**src/rtl/control_sequencer_pkg.sv**
```systemverilog
// control_sequencer_pkg: LEGv8 opcodes, ALU encodings, FSM states and the decoded-control struct
package control_sequencer_pkg;
  localparam logic [5:0]  OP_B     = 6'b000101;
  localparam logic [7:0]  OP_BCOND = 8'b01010100;
  localparam logic [7:0]  OP_CBZ   = 8'b10110100;
  localparam logic [9:0]  OP_ADDI  = 10'b1001000100;
  localparam logic [10:0] OP_ADDS  = 11'b10101011000;
  localparam logic [10:0] OP_SUBS  = 11'b11101011000;
  localparam logic [10:0] OP_LDUR  = 11'b11111000010;
  localparam logic [10:0] OP_STUR  = 11'b11111000000;
  localparam logic [3:0]  COND_LT  = 4'b1011;
  localparam logic [2:0]  ALU_PASS = 3'b000;
  localparam logic [2:0]  ALU_ADD  = 3'b010;
  localparam logic [2:0]  ALU_SUB  = 3'b011;
  typedef enum logic [2:0] {S_FETCH, S_DECODE, S_EXEC, S_MEM, S_WB, S_HALT} state_t;
  typedef enum logic [2:0] {K_NOP, K_ALU, K_LD, K_ST, K_B, K_CBZ, K_BCOND} kind_t;
  typedef struct packed {
    kind_t      kind;
    logic       reg2loc;
    logic       alusrc;
    logic [2:0] aluop;
    logic       setflags;
    logic       cond_lt;
    logic       mem2reg;
  } ctrl_t;
endpackage

```
**src/rtl/control_sequencer_if.sv**
```systemverilog
// control_sequencer_if: datapath/memory handshake bundle between the sequencer (slave) and the datapath (master)
interface control_sequencer_if;
  logic [31:0] instr;
  logic        alu_zero;
  logic        flag_n;
  logic        flag_v;
  logic        mem_ready;
  logic        ir_we;
  logic        pc_we;
  logic        uncondbr;
  logic        br_taken;
  logic        reg2loc;
  logic        alusrc;
  logic [2:0]  aluop;
  logic        flag_we;
  logic        mem_req;
  logic        mem_we;
  logic        mem2reg;
  logic        reg_we;
  logic        halted;
  logic        mem_err;
  modport master (
    output instr, alu_zero, flag_n, flag_v, mem_ready,
    input  ir_we, pc_we, uncondbr, br_taken, reg2loc, alusrc, aluop,
           flag_we, mem_req, mem_we, mem2reg, reg_we, halted, mem_err
  );
  modport slave (
    input  instr, alu_zero, flag_n, flag_v, mem_ready,
    output ir_we, pc_we, uncondbr, br_taken, reg2loc, alusrc, aluop,
           flag_we, mem_req, mem_we, mem2reg, reg_we, halted, mem_err
  );
endinterface

```
**src/rtl/control_sequencer_decoder.sv**
```systemverilog
// instr_decoder: combinational opcode match to ctrl_t; illegal_o flags an unrecognised opcode
module instr_decoder
  import control_sequencer_pkg::*;
(
  input  logic [10:0] op_i,
  input  logic [3:0]  cond_i,
  output ctrl_t       ctrl_o,
  output logic        illegal_o
);
  always_comb begin
    ctrl_o = '0;
    illegal_o = 1'b0;
    if (op_i[10:5] == OP_B) ctrl_o.kind = K_B;
    else if (op_i[10:3] == OP_CBZ) begin
      ctrl_o.kind = K_CBZ;
      ctrl_o.reg2loc = 1'b1;
    end else if (op_i[10:3] == OP_BCOND) begin
      ctrl_o.kind = K_BCOND;
      ctrl_o.cond_lt = cond_i == COND_LT;
    end else if (op_i[10:1] == OP_ADDI) begin
      ctrl_o.kind = K_ALU;
      ctrl_o.alusrc = 1'b1;
      ctrl_o.aluop = ALU_ADD;
    end else if (op_i == OP_ADDS || op_i == OP_SUBS) begin
      ctrl_o.kind = K_ALU;
      ctrl_o.aluop = op_i == OP_SUBS ? ALU_SUB : ALU_ADD;
      ctrl_o.setflags = 1'b1;
    end else if (op_i == OP_LDUR || op_i == OP_STUR) begin
      ctrl_o.kind = op_i == OP_LDUR ? K_LD : K_ST;
      ctrl_o.alusrc = 1'b1;
      ctrl_o.aluop = ALU_ADD;
      ctrl_o.mem2reg = op_i == OP_LDUR;
      ctrl_o.reg2loc = op_i == OP_STUR;
    end else illegal_o = 1'b1;
  end
endmodule

```
**src/rtl/control_sequencer.sv**
```systemverilog
// control_sequencer: multi-cycle LEGv8 control FSM; define ILLEGAL_TRAP_EN to halt on undecoded opcodes
module control_sequencer
  import control_sequencer_pkg::*;
#(
  parameter int MEM_TIMEOUT = 16,
  parameter int CNT_W = 5
) (
  input logic clk,
  input logic reset,
  control_sequencer_if.slave bus
);
  state_t state_q, state_d;
  ctrl_t ctrl_q, ctrl_d, dec_ctrl;
  logic [14:0] ir_q, ir_d;
  logic [CNT_W-1:0] cnt_q, cnt_d;
  logic err_q, err_d, dec_illegal, dp;
  instr_decoder u_dec (
    .op_i(ir_q[14:4]),
    .cond_i(ir_q[3:0]),
    .ctrl_o(dec_ctrl),
    .illegal_o(dec_illegal)
  );
  // datapath selects are only meaningful once decode fields are registered
  assign dp = state_q inside {S_EXEC, S_MEM, S_WB};
  always_ff @(posedge clk) begin
    if (!reset) begin
      state_q <= S_FETCH;
      ir_q <= '0;
      ctrl_q <= '0;
      cnt_q <= '0;
      err_q <= 1'b0;
    end else begin
      state_q <= state_d;
      ir_q <= ir_d;
      ctrl_q <= ctrl_d;
      cnt_q <= cnt_d;
      err_q <= err_d;
    end
  end
  always_comb begin
    state_d = state_q;
    ir_d = ir_q;
    ctrl_d = ctrl_q;
    cnt_d = '0;
    err_d = err_q;
    bus.ir_we = 1'b0;
    bus.pc_we = 1'b0;
    bus.uncondbr = 1'b0;
    bus.br_taken = 1'b0;
    bus.reg2loc = 1'b0;
    bus.alusrc = 1'b0;
    bus.aluop = ALU_PASS;
    bus.flag_we = 1'b0;
    bus.mem_req = 1'b0;
    bus.mem_we = 1'b0;
    bus.mem2reg = 1'b0;
    bus.reg_we = 1'b0;
    bus.halted = 1'b0;
    bus.mem_err = 1'b0;
    if (reset) begin
      bus.reg2loc = dp & ctrl_q.reg2loc;
      bus.alusrc = dp & ctrl_q.alusrc;
      bus.aluop = dp ? ctrl_q.aluop : ALU_PASS;
      bus.uncondbr = dp & (ctrl_q.kind == K_B);
      bus.halted = state_q == S_HALT;
      bus.mem_err = err_q;
      case (state_q)
        S_FETCH: begin
          bus.ir_we = 1'b1;
          ir_d = {bus.instr[31:21], bus.instr[3:0]};
          state_d = S_DECODE;
        end
        S_DECODE: begin
`ifdef ILLEGAL_TRAP_EN
          ctrl_d = dec_ctrl;
          state_d = dec_illegal ? S_HALT : S_EXEC;
`else
          ctrl_d = dec_illegal ? ctrl_t'('0) : dec_ctrl;
          state_d = S_EXEC;
`endif
        end
        S_EXEC: begin
          bus.flag_we = ctrl_q.setflags;
          if (ctrl_q.kind == K_ALU) state_d = S_WB;
          else if (ctrl_q.kind == K_LD || ctrl_q.kind == K_ST) state_d = S_MEM;
          else begin
            bus.pc_we = 1'b1;
            bus.br_taken = (ctrl_q.kind == K_B)
                         | (ctrl_q.kind == K_CBZ & bus.alu_zero)
                         | (ctrl_q.kind == K_BCOND & ctrl_q.cond_lt & (bus.flag_n ^ bus.flag_v));
            state_d = S_FETCH;
          end
        end
        S_MEM: begin
          bus.mem_req = 1'b1;
          bus.mem_we = ctrl_q.kind == K_ST;
          if (bus.mem_ready) begin
            bus.pc_we = ctrl_q.kind == K_ST;
            state_d = ctrl_q.kind == K_LD ? S_WB : S_FETCH;
          end else if (cnt_q == CNT_W'(MEM_TIMEOUT - 1)) begin
            err_d = 1'b1;
            state_d = S_HALT;
          end else cnt_d = cnt_q + 1'b1;
        end
        S_WB: begin
          bus.reg_we = 1'b1;
          bus.pc_we = 1'b1;
          bus.mem2reg = ctrl_q.mem2reg;
          state_d = S_FETCH;
        end
        default: state_d = state_q;
      endcase
    end
  end
endmodule

```
**src/flat_wrapper.sv**
```systemverilog
// flat-port wrapper written by rule: the top's interface ports become plain ports
module control_sequencer_flat import control_sequencer_pkg::*;
#(
  parameter int MEM_TIMEOUT = 16,
  parameter int CNT_W = 5
)
  (clk, reset, bus_instr, bus_alu_zero, bus_flag_n, bus_flag_v, bus_mem_ready, bus_ir_we, bus_pc_we, bus_uncondbr, bus_br_taken, bus_reg2loc, bus_alusrc, bus_aluop, bus_flag_we, bus_mem_req, bus_mem_we, bus_mem2reg, bus_reg_we, bus_halted, bus_mem_err);
  control_sequencer_if bus_i ();
  input logic clk;
  input logic reset;
  input wire logic [$bits(bus_i.instr)-1:0] bus_instr;
  input wire logic [$bits(bus_i.alu_zero)-1:0] bus_alu_zero;
  input wire logic [$bits(bus_i.flag_n)-1:0] bus_flag_n;
  input wire logic [$bits(bus_i.flag_v)-1:0] bus_flag_v;
  input wire logic [$bits(bus_i.mem_ready)-1:0] bus_mem_ready;
  output wire logic [$bits(bus_i.ir_we)-1:0] bus_ir_we;
  output wire logic [$bits(bus_i.pc_we)-1:0] bus_pc_we;
  output wire logic [$bits(bus_i.uncondbr)-1:0] bus_uncondbr;
  output wire logic [$bits(bus_i.br_taken)-1:0] bus_br_taken;
  output wire logic [$bits(bus_i.reg2loc)-1:0] bus_reg2loc;
  output wire logic [$bits(bus_i.alusrc)-1:0] bus_alusrc;
  output wire logic [$bits(bus_i.aluop)-1:0] bus_aluop;
  output wire logic [$bits(bus_i.flag_we)-1:0] bus_flag_we;
  output wire logic [$bits(bus_i.mem_req)-1:0] bus_mem_req;
  output wire logic [$bits(bus_i.mem_we)-1:0] bus_mem_we;
  output wire logic [$bits(bus_i.mem2reg)-1:0] bus_mem2reg;
  output wire logic [$bits(bus_i.reg_we)-1:0] bus_reg_we;
  output wire logic [$bits(bus_i.halted)-1:0] bus_halted;
  output wire logic [$bits(bus_i.mem_err)-1:0] bus_mem_err;
  assign bus_i.instr = bus_instr;
  assign bus_i.alu_zero = bus_alu_zero;
  assign bus_i.flag_n = bus_flag_n;
  assign bus_i.flag_v = bus_flag_v;
  assign bus_i.mem_ready = bus_mem_ready;
  assign bus_ir_we = bus_i.ir_we;
  assign bus_pc_we = bus_i.pc_we;
  assign bus_uncondbr = bus_i.uncondbr;
  assign bus_br_taken = bus_i.br_taken;
  assign bus_reg2loc = bus_i.reg2loc;
  assign bus_alusrc = bus_i.alusrc;
  assign bus_aluop = bus_i.aluop;
  assign bus_flag_we = bus_i.flag_we;
  assign bus_mem_req = bus_i.mem_req;
  assign bus_mem_we = bus_i.mem_we;
  assign bus_mem2reg = bus_i.mem2reg;
  assign bus_reg_we = bus_i.reg_we;
  assign bus_halted = bus_i.halted;
  assign bus_mem_err = bus_i.mem_err;
  control_sequencer #(.MEM_TIMEOUT(MEM_TIMEOUT), .CNT_W(CNT_W)) u_core (.clk(clk), .reset(reset), .bus(bus_i));
endmodule
```
**config.mk**
```make
export PLATFORM = sky130hd
export DESIGN_NAME = control_sequencer_flat
export DESIGN_NICKNAME = d
export VERILOG_FILES = /design/src/rtl/control_sequencer_pkg.sv /design/src/rtl/control_sequencer_if.sv /design/src/rtl/control_sequencer_decoder.sv /design/src/rtl/control_sequencer.sv /design/src/flat_wrapper.sv
export SDC_FILE = /design/constraint.sdc
export NUM_CORES = 1
export LEC_CHECK = 0
export ABC_AREA = 1
export BUFFER_PORTS_ARGS = -buffer_cell sky130_fd_sc_hd__clkbuf_2
export CORE_MARGIN = 2
export CORE_UTILIZATION = 40
export DETAILED_ROUTE_END_ITERATION = 16
export SLEW_MARGIN = 30
export SYNTH_ARGS = -nofsm -noshare
export SYNTH_HDL_FRONTEND = slang
export SYNTH_HIERARCHICAL = 1
export SYNTH_SLANG_ARGS = --single-unit
```
**constraint.sdc**
```tcl
create_clock -name clk -period 4.1 [get_ports clk]
set_clock_uncertainty 0.2 [all_clocks]
set_input_delay 0.205 -clock clk [delete_from_list [all_inputs] [get_ports clk]]
set_output_delay 0.205 -clock clk [all_outputs]
set_load 0.005 [all_outputs]
```
==> impl_metrics.tcl <==
set metrics [dict create \
    grt_max_degree 26 \
    layout_min_cycle_time_ns 1.90 \
    min_to "u_core/err_q" \
    rsz0062_at_grt "false" \
    cts-htree-levels 2 \
    cts-root-buf "clkbuf_8" \
    nets 374 \
    synth.yosys.seq_area_share 0.372 \
    required_ns 3.69 \
    finalPower_uw 788 \
    port-buffer-count 36 \
    netlist_area_um2 1890 \
    syn2layout_area_growth_pct 21.8 \
    cts.sinks 35 \
    power.share.switching 0.312 \
    gr-total-overflow 0 \
    fin_ws_ns 2.20 \
    cp-start-kind "register" \
    synth.area.top_cells "dfxtp_1, nor2_1, nand2_1, nand3_1, inv_1" \
    r2r-end "u_core/ctrl_q[8]" \
    die_height_um 72.7 \
    dpl.hpwl_um 2860 \
    grt_pass1_vias 1619 \
    drt_iter0_markers 95 \
    syn_nets 326 \
    drive_gt1_frac 0.225 \
    antenna_left 0 \
    hp-class "input port to register" \
    reg2regPathDepth 8 \
    vias_per_cell 4.71 \
    grt.total_usage 0.163 \
    path_cells "nor2_2 > nand2_1 > o21ai_1 > nand2_1 > nor2_1 > clkbuf_2" \
    vdd_drop_max_mv 0.185 \
    antennaDiodeCount 0 \
    maxSlewViolCount 0 \
    pre_cts_ws_ns 2.37 \
    antenna_found_initial 0 \
    power.density_nw_per_um2 343 \
    ys_ff_latch 35 \
    p_comb_frac 0.217 \
    min_from "bus_mem_ready" \
    cp.arrival_ns 1.50 \
    numCtsBuffers 5 \
    grt_pass1_wl_um 6770 \
    synth.avg_cell_area_um2 6.59 \
    setup_violations 0 \
    synthArstFlopShare 0 \
    fin_crit_sh 0.464 \
    p_seq_frac 0.503 \
    vias 1815 \
    rows 24 \
    finalSetupTns_ns 0 \
    gp_congestion 0.850 \
    clk_latency_ns 0.28 \
    synthCells 286 \
    synth_flop_cell "dfxtp_1" \
    cp_common_cell "nand2_1" \
    io_pins 54 \
    status "finished, final reports clean" \
    synthDistinctLibCells 31 \
    fmax_ghz 0.525 \
    cp_slowest_stage_delay_ns 0.37 \
    drc_errors 0 \
    cap_violations 0 \
    p_switching_uw 246 \
    holdPathStages 4 \
    synth-edff-count 0 \
    die_x_um 72.7 \
    start_util 0.424 \
    p_leak_uw 0.00107 \
    tightest_slew_ns 0.513 \
    crit_type "register to output port" \
    cts_tree "built" \
    ys_warn_count 6 \
    r2r_setup_slack_ns 2.35 \
    clk_transition_reported_paths_ns 0.06 \
    cp-end-kind "output port" \
    wl_um 3910 \
    synth_top_area_share 0.372 \
    cp_max_fo 6 \
    clk_path_buf_depth 2 \
    hold_viol 0 \
    r2r-start "u_core/ir_q[14]" \
    die_area_um2 5280 \
    crit_slowest_cell "dfxtp_1" \
    detail_route.wl_per_cell_um 10.2 \
    internal_power_uw 542 \
    synth_top_cell_by_area "dfxtp_1" \
    relSlewSlack 0.658 \
    firstDrtPassIters 4 \
    clkPwrFrac 0.280 \
    coreArea_um2 4440 \
]
==> worst max-delay path, delay by kind of cell (launching register included) <==
family,cells,cell delay [ns]
AOI/OAI and AO/OA,1,0.10
buffers and inverters,1,0.12
and+or+nand+nor,4,0.61
DFF,1,0.37
==> metal layers <==
| layer | global-route usage | routed length [µm] |
|---|---|---|
| met5 | 0 | 0 |
| met4 | 0.0741 | 84 |
| met3 | 0.0387 | 158 |
| met2 | 0.266 | 1720 |
| met1 | 0.204 | 1950 |
==> power groups by stage <==
stage,Clock (µW),Combinational [µW],Sequential [µW]
finish,220,171,397
global route,244,201,402
CTS,233,173,397
detailed placement,0,162,404
global placement,0,160,404
floorplan,0,135,397
==> through the flow <==
step	util	cells	hold slack, ns	cell area, µm²
after global routing	0.517	385	0.0782	2300
after floorplan	-	286	0.154	1890
after detailed placement	0.467	364	0.242	2070
after global placement	0.467	364	0.232	2070
final	0.517	385	0.0512	2300
after CTS	0.517	385	0.0366	2300
==> timing repair <==
action / 4_1_cts / 5_1_grt
hold endpoints to repair: 15 / 0
resized for setup: 0 / 0
setup endpoints to repair: 0 / 0
setup buffers: 0 / 0
hold buffers: 15 / 0
==> worst max-delay path by stage <==
stage,from,to,slack [ns],depth (start not counted)
floorplan,u_core/cnt_q[0],u_core/cnt_q[0],2.46,6
global placement,u_core/cnt_q[0],u_core/cnt_q[0],2.38,6
detailed placement,u_core/ir_q[14],u_core/ctrl_q[8],2.37,8
CTS,u_core/state_q[2],bus_aluop[2],2.16,5
global route,u_core/state_q[1],bus_reg2loc,2.02,6
finish,u_core/state_q[1],bus_uncondbr,2.20,6
==> state kept, by name, indices dropped and copies added (netlist names) <==
register	flops
u_core/ctrl_q	11
u_core/state_q	3
u_core/err_q	1
u_core/cnt_q	5
u_core/ir_q	15
==> cell usage in the layout (no fill, tap or decap), drive strengths merged <==
cell type	Yosys	final
ha	2	2
nand4	2	2
nand3b	1	1
o21ai	19	19
xor2	2	2
or2	1	1
and3	1	1
a21oi	12	12
dlygate4sd3	0	15
nand2	58	58
dfxtp	35	35
nand3	25	25
clkbuf	3	42
nor2	72	72
nor3	6	6
inv	35	35
nor3b	1	1
nor4	2	2
xnor2	1	1
conb	1	1
==> cell families after synthesis <==
family,after synthesis,synth area share
compound gates,31,0.0823
buf+inv,45,0.101
fa+ha+maj,2,0.0133
flops,35,0.372
xor+xnor,3,0.0139
simple gates,169,0.416
other cells,1,0.00199
==> layout make-up <==
cell class	count	area (µm²)
Fill cell	481	2150
Multi-Input combinational cell	206	995
Sequential cell	35	701
Timing Repair Buffer	51	330
Inverter	35	134
Clock buffer	6	72.6
Tap cell	52	65.1
==> cells in the mapped netlist, types with 2 or more instances <==
library cell,count
a21oi_1,12
buf_2,3
buf_4,2
clkbuf_1,3
dfxtp_1,35
ha_1,2
inv_1,27
inv_2,7
nand2_1,52
nand2_2,6
nand3_1,21
nand3_2,4
nand4_1,2
nor2_1,61
nor2_2,10
nor3_1,3
nor3_2,3
nor4_1,2
o21ai_0,8
o21ai_1,11
xor2_1,2
No activity file was read; power rests on OpenSTA's default activity.
